==> src/rtl/mips_defs.sv <==
// Shared MIPS-subset definitions: opcodes, function codes, controller state
// encodings and the datapath select codes used by the controller and datapath.
package mips_defs;

  // Opcode field values (insout[31:26])
  localparam logic [5:0] OP_RTYPE = 6'h00;
  localparam logic [5:0] OP_J     = 6'h02;
  localparam logic [5:0] OP_BEQ   = 6'h04;
  localparam logic [5:0] OP_ORI   = 6'h0D;
  localparam logic [5:0] OP_LUI   = 6'h0F;
  localparam logic [5:0] OP_LW    = 6'h23;
  localparam logic [5:0] OP_SW    = 6'h2B;

  // Function field values for op 0 (insout[5:0])
  localparam logic [5:0] FN_ADDU  = 6'h21;
  localparam logic [5:0] FN_SUBU  = 6'h23;

  // ALU operation select
  localparam logic [1:0] ALU_ADD  = 2'b00;
  localparam logic [1:0] ALU_SUB  = 2'b01;
  localparam logic [1:0] ALU_OR   = 2'b10;

  // Register-file write-data select
  localparam logic [1:0] M2R_ALU  = 2'b00;
  localparam logic [1:0] M2R_MEM  = 2'b01;
  localparam logic [1:0] M2R_LUI  = 2'b10;

  // Register-file destination select
  localparam logic [1:0] RDST_RT  = 2'b00;
  localparam logic [1:0] RDST_RD  = 2'b01;

  // Multi-cycle controller states; 10..15 are never entered
  typedef enum logic [3:0] {
    ST_FETCH  = 4'd0,
    ST_DECODE = 4'd1,
    ST_EXE    = 4'd2,
    ST_ALUWB  = 4'd3,
    ST_MEMADR = 4'd4,
    ST_MEMRD  = 4'd5,
    ST_MEMWB  = 4'd6,
    ST_MEMWR  = 4'd7,
    ST_BRANCH = 4'd8,
    ST_JUMP   = 4'd9
  } state_e;

  // Instruction class derived from op/funct
  typedef enum logic [3:0] {
    IC_ADDU = 4'd0,
    IC_SUBU = 4'd1,
    IC_ORI  = 4'd2,
    IC_LUI  = 4'd3,
    IC_LW   = 4'd4,
    IC_SW   = 4'd5,
    IC_BEQ  = 4'd6,
    IC_J    = 4'd7,
    IC_ILL  = 4'd8
  } instr_e;

  // Map an op/funct pair onto a supported instruction class
  function automatic instr_e classify(input logic [5:0] op_i, input logic [5:0] funct_i);
    instr_e ic;
    case (op_i)
      OP_RTYPE: begin
        if (funct_i == FN_ADDU) begin
          ic = IC_ADDU;
        end else if (funct_i == FN_SUBU) begin
          ic = IC_SUBU;
        end else begin
          ic = IC_ILL;
        end
      end
      OP_ORI:  ic = IC_ORI;
      OP_LUI:  ic = IC_LUI;
      OP_LW:   ic = IC_LW;
      OP_SW:   ic = IC_SW;
      OP_BEQ:  ic = IC_BEQ;
      OP_J:    ic = IC_J;
      default: ic = IC_ILL;
    endcase
    return ic;
  endfunction

endpackage

==> src/rtl/mc_ctrl.sv <==
// Multi-cycle MIPS-subset main controller. Moore outputs decoded from the
// state register and the op/funct latched at the end of FETCH; only the
// BRANCH PC write follows the live ALU zero flag.
module mc_ctrl
  import mips_defs::*;
(
  input  logic       clk,
  input  logic       reset,
  input  logic [5:0] op,
  input  logic [5:0] funct,
  input  logic       zero,
  output logic       pc_wr,
  output logic       ir_wr,
  output logic       npc_sel,
  output logic       j_ctl,
  output logic       reg_wr,
  output logic [1:0] reg_dst,
  output logic [1:0] mem_to_reg,
  output logic       alu_src,
  output logic [1:0] alu_op,
  output logic       ext_op,
  output logic       mem_wr,
  output logic       illegal,
  output logic [3:0] state
);

  state_e     state_q, state_d;
  logic [5:0] op_q, op_d;
  logic [5:0] funct_q, funct_d;
  logic       illegal_q, illegal_d;
  instr_e     ic;

  // The instruction in flight is always judged from the latched fields
  assign ic      = classify(op_q, funct_q);
  assign state   = state_q;
  assign illegal = illegal_q;

  // State, latched instruction fields and sticky illegal flag
  always_ff @(posedge clk or negedge reset) begin
    if (!reset) begin
      state_q   <= ST_FETCH;
      op_q      <= 6'd0;
      funct_q   <= 6'd0;
      illegal_q <= 1'b0;
    end else begin
      state_q   <= state_d;
      op_q      <= op_d;
      funct_q   <= funct_d;
      illegal_q <= illegal_d;
    end
  end

  // Next-state sequencing, instruction capture and illegal detection
  always_comb begin
    state_d   = state_q;
    op_d      = op_q;
    funct_d   = funct_q;
    illegal_d = illegal_q;
    case (state_q)
      ST_FETCH: begin
        op_d    = op;
        funct_d = funct;
        state_d = ST_DECODE;
      end
      ST_DECODE: begin
        case (ic)
          IC_ADDU, IC_SUBU, IC_ORI, IC_LUI: state_d = ST_EXE;
          IC_LW, IC_SW:                     state_d = ST_MEMADR;
          IC_BEQ:                           state_d = ST_BRANCH;
          IC_J:                             state_d = ST_JUMP;
          default: begin
            illegal_d = 1'b1;
            state_d   = ST_FETCH;
          end
        endcase
      end
      ST_EXE:    state_d = ST_ALUWB;
      ST_ALUWB:  state_d = ST_FETCH;
      ST_MEMADR: begin
        if (ic == IC_LW) begin
          state_d = ST_MEMRD;
        end else if (ic == IC_SW) begin
          state_d = ST_MEMWR;
        end else begin
          state_d = ST_FETCH;
        end
      end
      ST_MEMRD:  state_d = ST_MEMWB;
      ST_MEMWB:  state_d = ST_FETCH;
      ST_MEMWR:  state_d = ST_FETCH;
      ST_BRANCH: state_d = ST_FETCH;
      ST_JUMP:   state_d = ST_FETCH;
      default:   state_d = ST_FETCH;
    endcase
  end

  // Moore output decode; every enable is low unless the state names it
  always_comb begin
    pc_wr      = 1'b0;
    ir_wr      = 1'b0;
    npc_sel    = 1'b0;
    j_ctl      = 1'b0;
    reg_wr     = 1'b0;
    reg_dst    = RDST_RT;
    mem_to_reg = M2R_ALU;
    alu_src    = 1'b0;
    alu_op     = ALU_ADD;
    ext_op     = 1'b0;
    mem_wr     = 1'b0;
    case (state_q)
      ST_FETCH: begin
        ir_wr   = 1'b1;
        pc_wr   = 1'b1;
        npc_sel = 1'b0;
      end
      ST_EXE: begin
        case (ic)
          IC_ADDU: alu_op = ALU_ADD;
          IC_SUBU: alu_op = ALU_SUB;
          IC_ORI: begin
            alu_op  = ALU_OR;
            alu_src = 1'b1;
            ext_op  = 1'b0;
          end
          default: alu_op = ALU_ADD;
        endcase
      end
      ST_ALUWB: begin
        reg_wr = 1'b1;
        case (ic)
          IC_ADDU, IC_SUBU: begin
            reg_dst    = RDST_RD;
            mem_to_reg = M2R_ALU;
          end
          IC_LUI: begin
            reg_dst    = RDST_RT;
            mem_to_reg = M2R_LUI;
          end
          default: begin
            reg_dst    = RDST_RT;
            mem_to_reg = M2R_ALU;
          end
        endcase
      end
      ST_MEMADR: begin
        alu_src = 1'b1;
        ext_op  = 1'b1;
        alu_op  = ALU_ADD;
      end
      ST_MEMWB: begin
        reg_wr     = 1'b1;
        reg_dst    = RDST_RT;
        mem_to_reg = M2R_MEM;
      end
      ST_MEMWR: mem_wr = 1'b1;
      ST_BRANCH: begin
        alu_op  = ALU_SUB;
        npc_sel = 1'b1;
        pc_wr   = zero;
      end
      ST_JUMP: begin
        npc_sel = 1'b1;
        j_ctl   = 1'b1;
        pc_wr   = 1'b1;
      end
      default: pc_wr = 1'b0;
    endcase
  end

endmodule

==> config.mk <==
export PLATFORM = sky130hd
export DESIGN_NAME = mc_ctrl
export DESIGN_NICKNAME = d
export VERILOG_FILES = /design/src/rtl/mips_defs.sv /design/src/rtl/mc_ctrl.sv
export SDC_FILE = /design/constraint.sdc
export NUM_CORES = 1
export LEC_CHECK = 0
export BUFFER_PORTS_ARGS = -buffer_cell sky130_fd_sc_hd__buf_4
export CORE_ASPECT_RATIO = 1.1
export CORE_MARGIN = 3
export CORE_UTILIZATION = 49
export CTS_CLUSTER_SIZE = 8
export DETAILED_ROUTE_END_ITERATION = 7
export PLACE_DENSITY = 0.78
export SLEW_MARGIN = 10
export SYNTH_ARGS = -nofsm -noshare
export SYNTH_HDL_FRONTEND = slang
export SYNTH_SLANG_ARGS = --single-unit
==> constraint.sdc <==
create_clock -name clk -period 2.1 [get_ports clk]
set_input_delay 0.315 -clock clk [delete_from_list [all_inputs] [get_ports clk]]
set_output_delay 0.315 -clock clk [all_outputs]
set_load 0.01 [all_outputs]
# After elaboration in Yosys (flattened, before gate mapping)
# Cells that the tools add are included.
# Widths: inputs -> output; s select.
# word_totals
latchBits	0
ff_bits	17
mem_bits_ro	0
ramBits	0
n_memories	0
word_cells	62
# classes
n_reduce_logical	11
n_lt_le_gt_ge	0
addsub	0
mul	0
n_eq_ne	24
n_mux	22
n_div	0
shift	0
bitwise	1
# op_table
cell	n
$eq 4x3->1 const B	8
$pmux 4 s7	1
$eq 6x6->1 const B	4
$pmux 4 s5	1
$eq 4x2->1 const B	4
$pmux 4 s4	1
$eq 6x4->1 const B	2
$pmux 2 s2	3
$reduce_or 2->1	5
$mux 1	9
$eq 4x1->1 const B	2
$eq 4x4->1 const B	2
$logic_not 4->1	2
$mux 4	2
$reduce_or 8->1	1
$eq 6x2->1 const B	1
$eq 6x3->1 const B	1
$logic_not 6->1	1
$mux 3	2
$pmux 1 s2	2
$reduce_or 4->1	1
$mux 2	1
$reduce_and 2->1	1
$not 1->1	1

# Longest topological paths before layout
# depth
depth_word	8
mapped_depth	6
ltp_nobuf	5

# Worst setup path before layout
# Ideal clock, no wire load.
# synth_path
kind	register to output
startpoint	register op_q[2]
endpoint	output port reg_dst[0]
setup_slack_ns	0.020
path_stages_with_launch	7
n_path_buf	1
required_ns	1.785
arrival_time_ns	1.765
path_cell_list	dfrtp_1 buf_6 a2111oi_4 a311oi_1 a311oi_2 nand4_2 nor3b_1
# synth_between
elab_chain_cells	6
word_cells_on_any_way	13
cone_classes	eq/ne (7); mux (3); reduce/logical (3)
# synth_lines
element	line	source
start, declared	mc_ctrl.sv:28	logic [5:0] op_q, op_d;
start signal, assigned	mc_ctrl.sv:47	op_q <= op_d;
$eq 6x2->1 (tied with other cells)	mips_defs.sv:62	case (op_i)
$pmux 4 s7 (*)	mips_defs.sv:62	
$eq 4x1->1 or $logic_not 4->1 (tied branches)	mc_ctrl.sv:130	case (ic)
$reduce_or 2->1 (*)	mc_ctrl.sv:130	
$mux 1 (*)	mc_ctrl.sv:130	
$mux 1 (*)	mc_ctrl.sv:110	case (state_q)
end, declared	mc_ctrl.sv:17	output logic [1:0] reg_dst,
# Mark *: on every way between the ends. The rest lies on a longest branch, timed or not.

# Worst setup path after layout
# layout_path
startpoint	register op_q[0]
endpoint	output port alu_src
# layout_between
elab_chain_cells	5
word_cells_on_any_way	11
cone_classes	eq/ne (7); mux (3); reduce/logical (1)
# layout_lines
element	line	source
$eq 6x2->1 (tied with other cells)	mips_defs.sv:62	
$pmux 4 s7 (*)	mips_defs.sv:62	
$eq 4x2->1 (*)	mc_ctrl.sv:117	case (ic)
$mux 1 (*)	mc_ctrl.sv:117	
$pmux 1 s2 (*)	mc_ctrl.sv:110	
end, declared	mc_ctrl.sv:19	output logic alu_src,
# Marks and branches as above.

==> summary.txt <==
status -> complete, but fails checks
failing checks -> setup timing
clk sinks -> 17
Top Ports -> 34
Max-slew headroom -> 65.10%
CTS tree -> yes
FF/Latch Area -> 432.9 um2
max_cap viols -> 0
initial antenna violation count -> 0
static leakage -> 0.6665 nW
RD Place Congestion -> 0.8779
# port buffers -> 32
vias per cell -> 5.626
syn_nets -> 121
Syn Area/Cell -> 9.715 um2
TNS Setup -> -1.596 ns
Yosys reg bits -> 17
post-synthesis sequential area ratio -> 41.31%
footprint of the multi-input gates -> 590.6 um2
layout cells sized above 1 -> 48.39%
max incr delay on CP -> 0.47 ns
cells after synthesis -> 106
# diodes -> 0
first-pass GRT wire length -> 4243 um
CTS clock-pin slew for the worst setup and hold paths -> 0.10 ns
Die ar. -> 2688 um2
largest net degree at the start of global routing -> 18
Mapped Area -> 1030 um2
CP Capture Type -> output pin
fin cells -> 182
worst path required time -> 1.78 ns
Fmax -> 403.4 MHz
Area Growth Syn to Fin -> 45.57%
drt pass-1 iters -> 4
Peak VDD IR -> 1.046 mV
PnR worst setup slack -> -0.3790 ns
final instance area -> 1499 um2
Post-synth EDFFs -> 0
placed cell count -> 173
DRT antenna net count -> 0
Fill cells -> 136
DP Area -> 1370 um2
DRC errors left -> 0
HP Class -> primary input to flip-flop
Num CTS Buffers -> 3
Routed WL -> 2704 um
PwrDens -> 1372 nW/um2
critical path arrival -> 2.16 ns
gr ovfl total -> 0
worst slew pin tran -> 0.5196 ns
number of synthesis warnings -> 0
DP Wirelength -> 1912 um
Hold Slack -> 0.2214 ns
vias -> 1,024
crit path max fanout -> 6
core area -> 1882 um2
vias in the first global route -> 970
Setup-failing EPs final -> 5
Die Ht -> 54.08 um
deepest clock path buffer count -> 2
setup slack, reg-to-reg -> 0.27 ns
Total GRT Usage -> 20.87%
final period demand of the worst path -> 2.479 ns
CP cell instances -> buf_4 > nor3_1 > o211ai_1 > o211ai_1 > or3_1 > o21bai_1 > buf_4
count of cell types in the netlist -> 39
fin nets -> 171
startpoint types -> flip-flop
ys async rst share -> 100.0%
post-DR wirelength/cell -> 14.86 um
worst setup path category -> flip-flop to output pin
final total power -> 2.057 mW
clk_skew -> 0.01292 ns
Die Wd -> 49.71 um
Final Hold Viols -> 0
Most used DFF post-synth -> dfrtp_1
Clock Latency Late Sink -> 0.28 ns
fin crit share -> 118.0%
Starting Density -> 54.72%
Starting DRT DRC Count -> 23
Std-Cell Rows -> 16
Pins Over Slew Limit -> 0
H-tree Lvls -> 1
Slowest-stage cell, CP -> dfrtp_2
RSZ-0062 raised after global routing -> yes
clock root buffer master -> clkbuf_4
[layout by cell type (no fill, tap or decap), types with 2 or more instances in the layout]
cell type  count
and3_1         2
clkbuf_4       3
nand2b_1       2
dfrtp_2        6
or3_1          4
dfrtp_1       11
mux2_2         4
a311oi_2       2
nor2_1         7
buf_6          2
nand2_1       11
a21oi_1        2
o21bai_1       3
o21ai_1        2
nand4_1        2
nor3_2         2
mux2_1         5
buf_4         48
inv_1          6
o21ai_0        4
nor3_1         4
o211ai_1       2
[synth_stat cells, drive strengths merged, types with 2 or more instances]
master  instances  area [um2]
o21ai           7       35.03
buf             6       38.79
o211ai          2       15.01
and3            2       12.51
mux2            9       101.3
nand4           3       25.02
a21oi           2       10.01
dfrtp          17       425.4
inv             6       22.52
nor3            6       35.03
nand2b          2       12.51
o21bai          3       22.52
or3             4       25.02
nand2          11       41.29
a311oi          2       23.77
nor2            8       30.03
[layout make-up]
cell class | count | share of cell area [%]
Multi-Input combinational cell | 77 | 39.40
Sequential cell | 17 | 28.88
Timing Repair Buffer | 51 | 26.21
Tap cell | 27 | 2.254
Clock buffer | 4 | 1.753
Inverter | 6 | 1.503
[what timing repair did]
item	4_1_cts	5_1_grt
resized for setup	11	7
endpoints found under the setup margin	5	6
endpoints found under the hold margin	17	0
hold buffers	1	0
setup buffers	3	1
pin swaps	7	5
[where the power goes]
group / total [mW] / switching (mW) / internal, mW
registers: 0.714 / 0.231 / 0.483
logic: 1.17 / 0.546 / 0.626
clock network: 0.171 / 0.0970 / 0.0736
[sequential cells by signal, summed over array words and instances (netlist names)]
register,flops
op_q,6
funct_q,6
state,4
illegal,1
[metal layers]
metal,up-vias,wire (um),global-route usage [%]
li1,479,-,-
met1,485,1088,23.70
met2,47,1388,40.97
met3,13,143,2.216
met4,0,84,6.912
met5,-,0,0
[worst paths after layout]
check                         from       end  cells past startpoint
setup reg to reg           op_q[5]  state[1]                      8
min in group asynchronous    reset   op_q[5]                      2
hold / removal               op[2]   op_q[2]                      3
max in group asynchronous    reset   illegal                      2
hold reg to reg            illegal   illegal                      1
setup / recovery           op_q[0]   alu_src                      7
[cells by family after synthesis]
family / share of synthesized area (%)
other cells: 0.3642
buf+inv: 5.954
flops: 41.31
mux: 9.841
xor+xnor: 0.8507
compound gates: 17.74
simple gates: 23.94
[through the flow]
| step | util [%] | setup WS, ns |
|---|---|---|
| after floorplan | - | 0.02028 |
| after global placement | 72.81 | -0.03493 |
| after detailed placement | 72.81 | -0.1370 |
| after CTS | 77.66 | -0.3248 |
| after global routing | 79.65 | -0.4977 |
| final | 79.65 | -0.3790 |
[critical path: cells and delay by family (launching register included)]
| kind | cells | cell delay [ns] |
|---|---|---|
| buffers and inverters | 2 | 0.31 |
| and+or+nand+nor | 2 | 0.48 |
| DFF | 1 | 0.47 |
| AOI/OAI and AO/OA | 3 | 0.61 |
(Power assumes the default switching activity.)
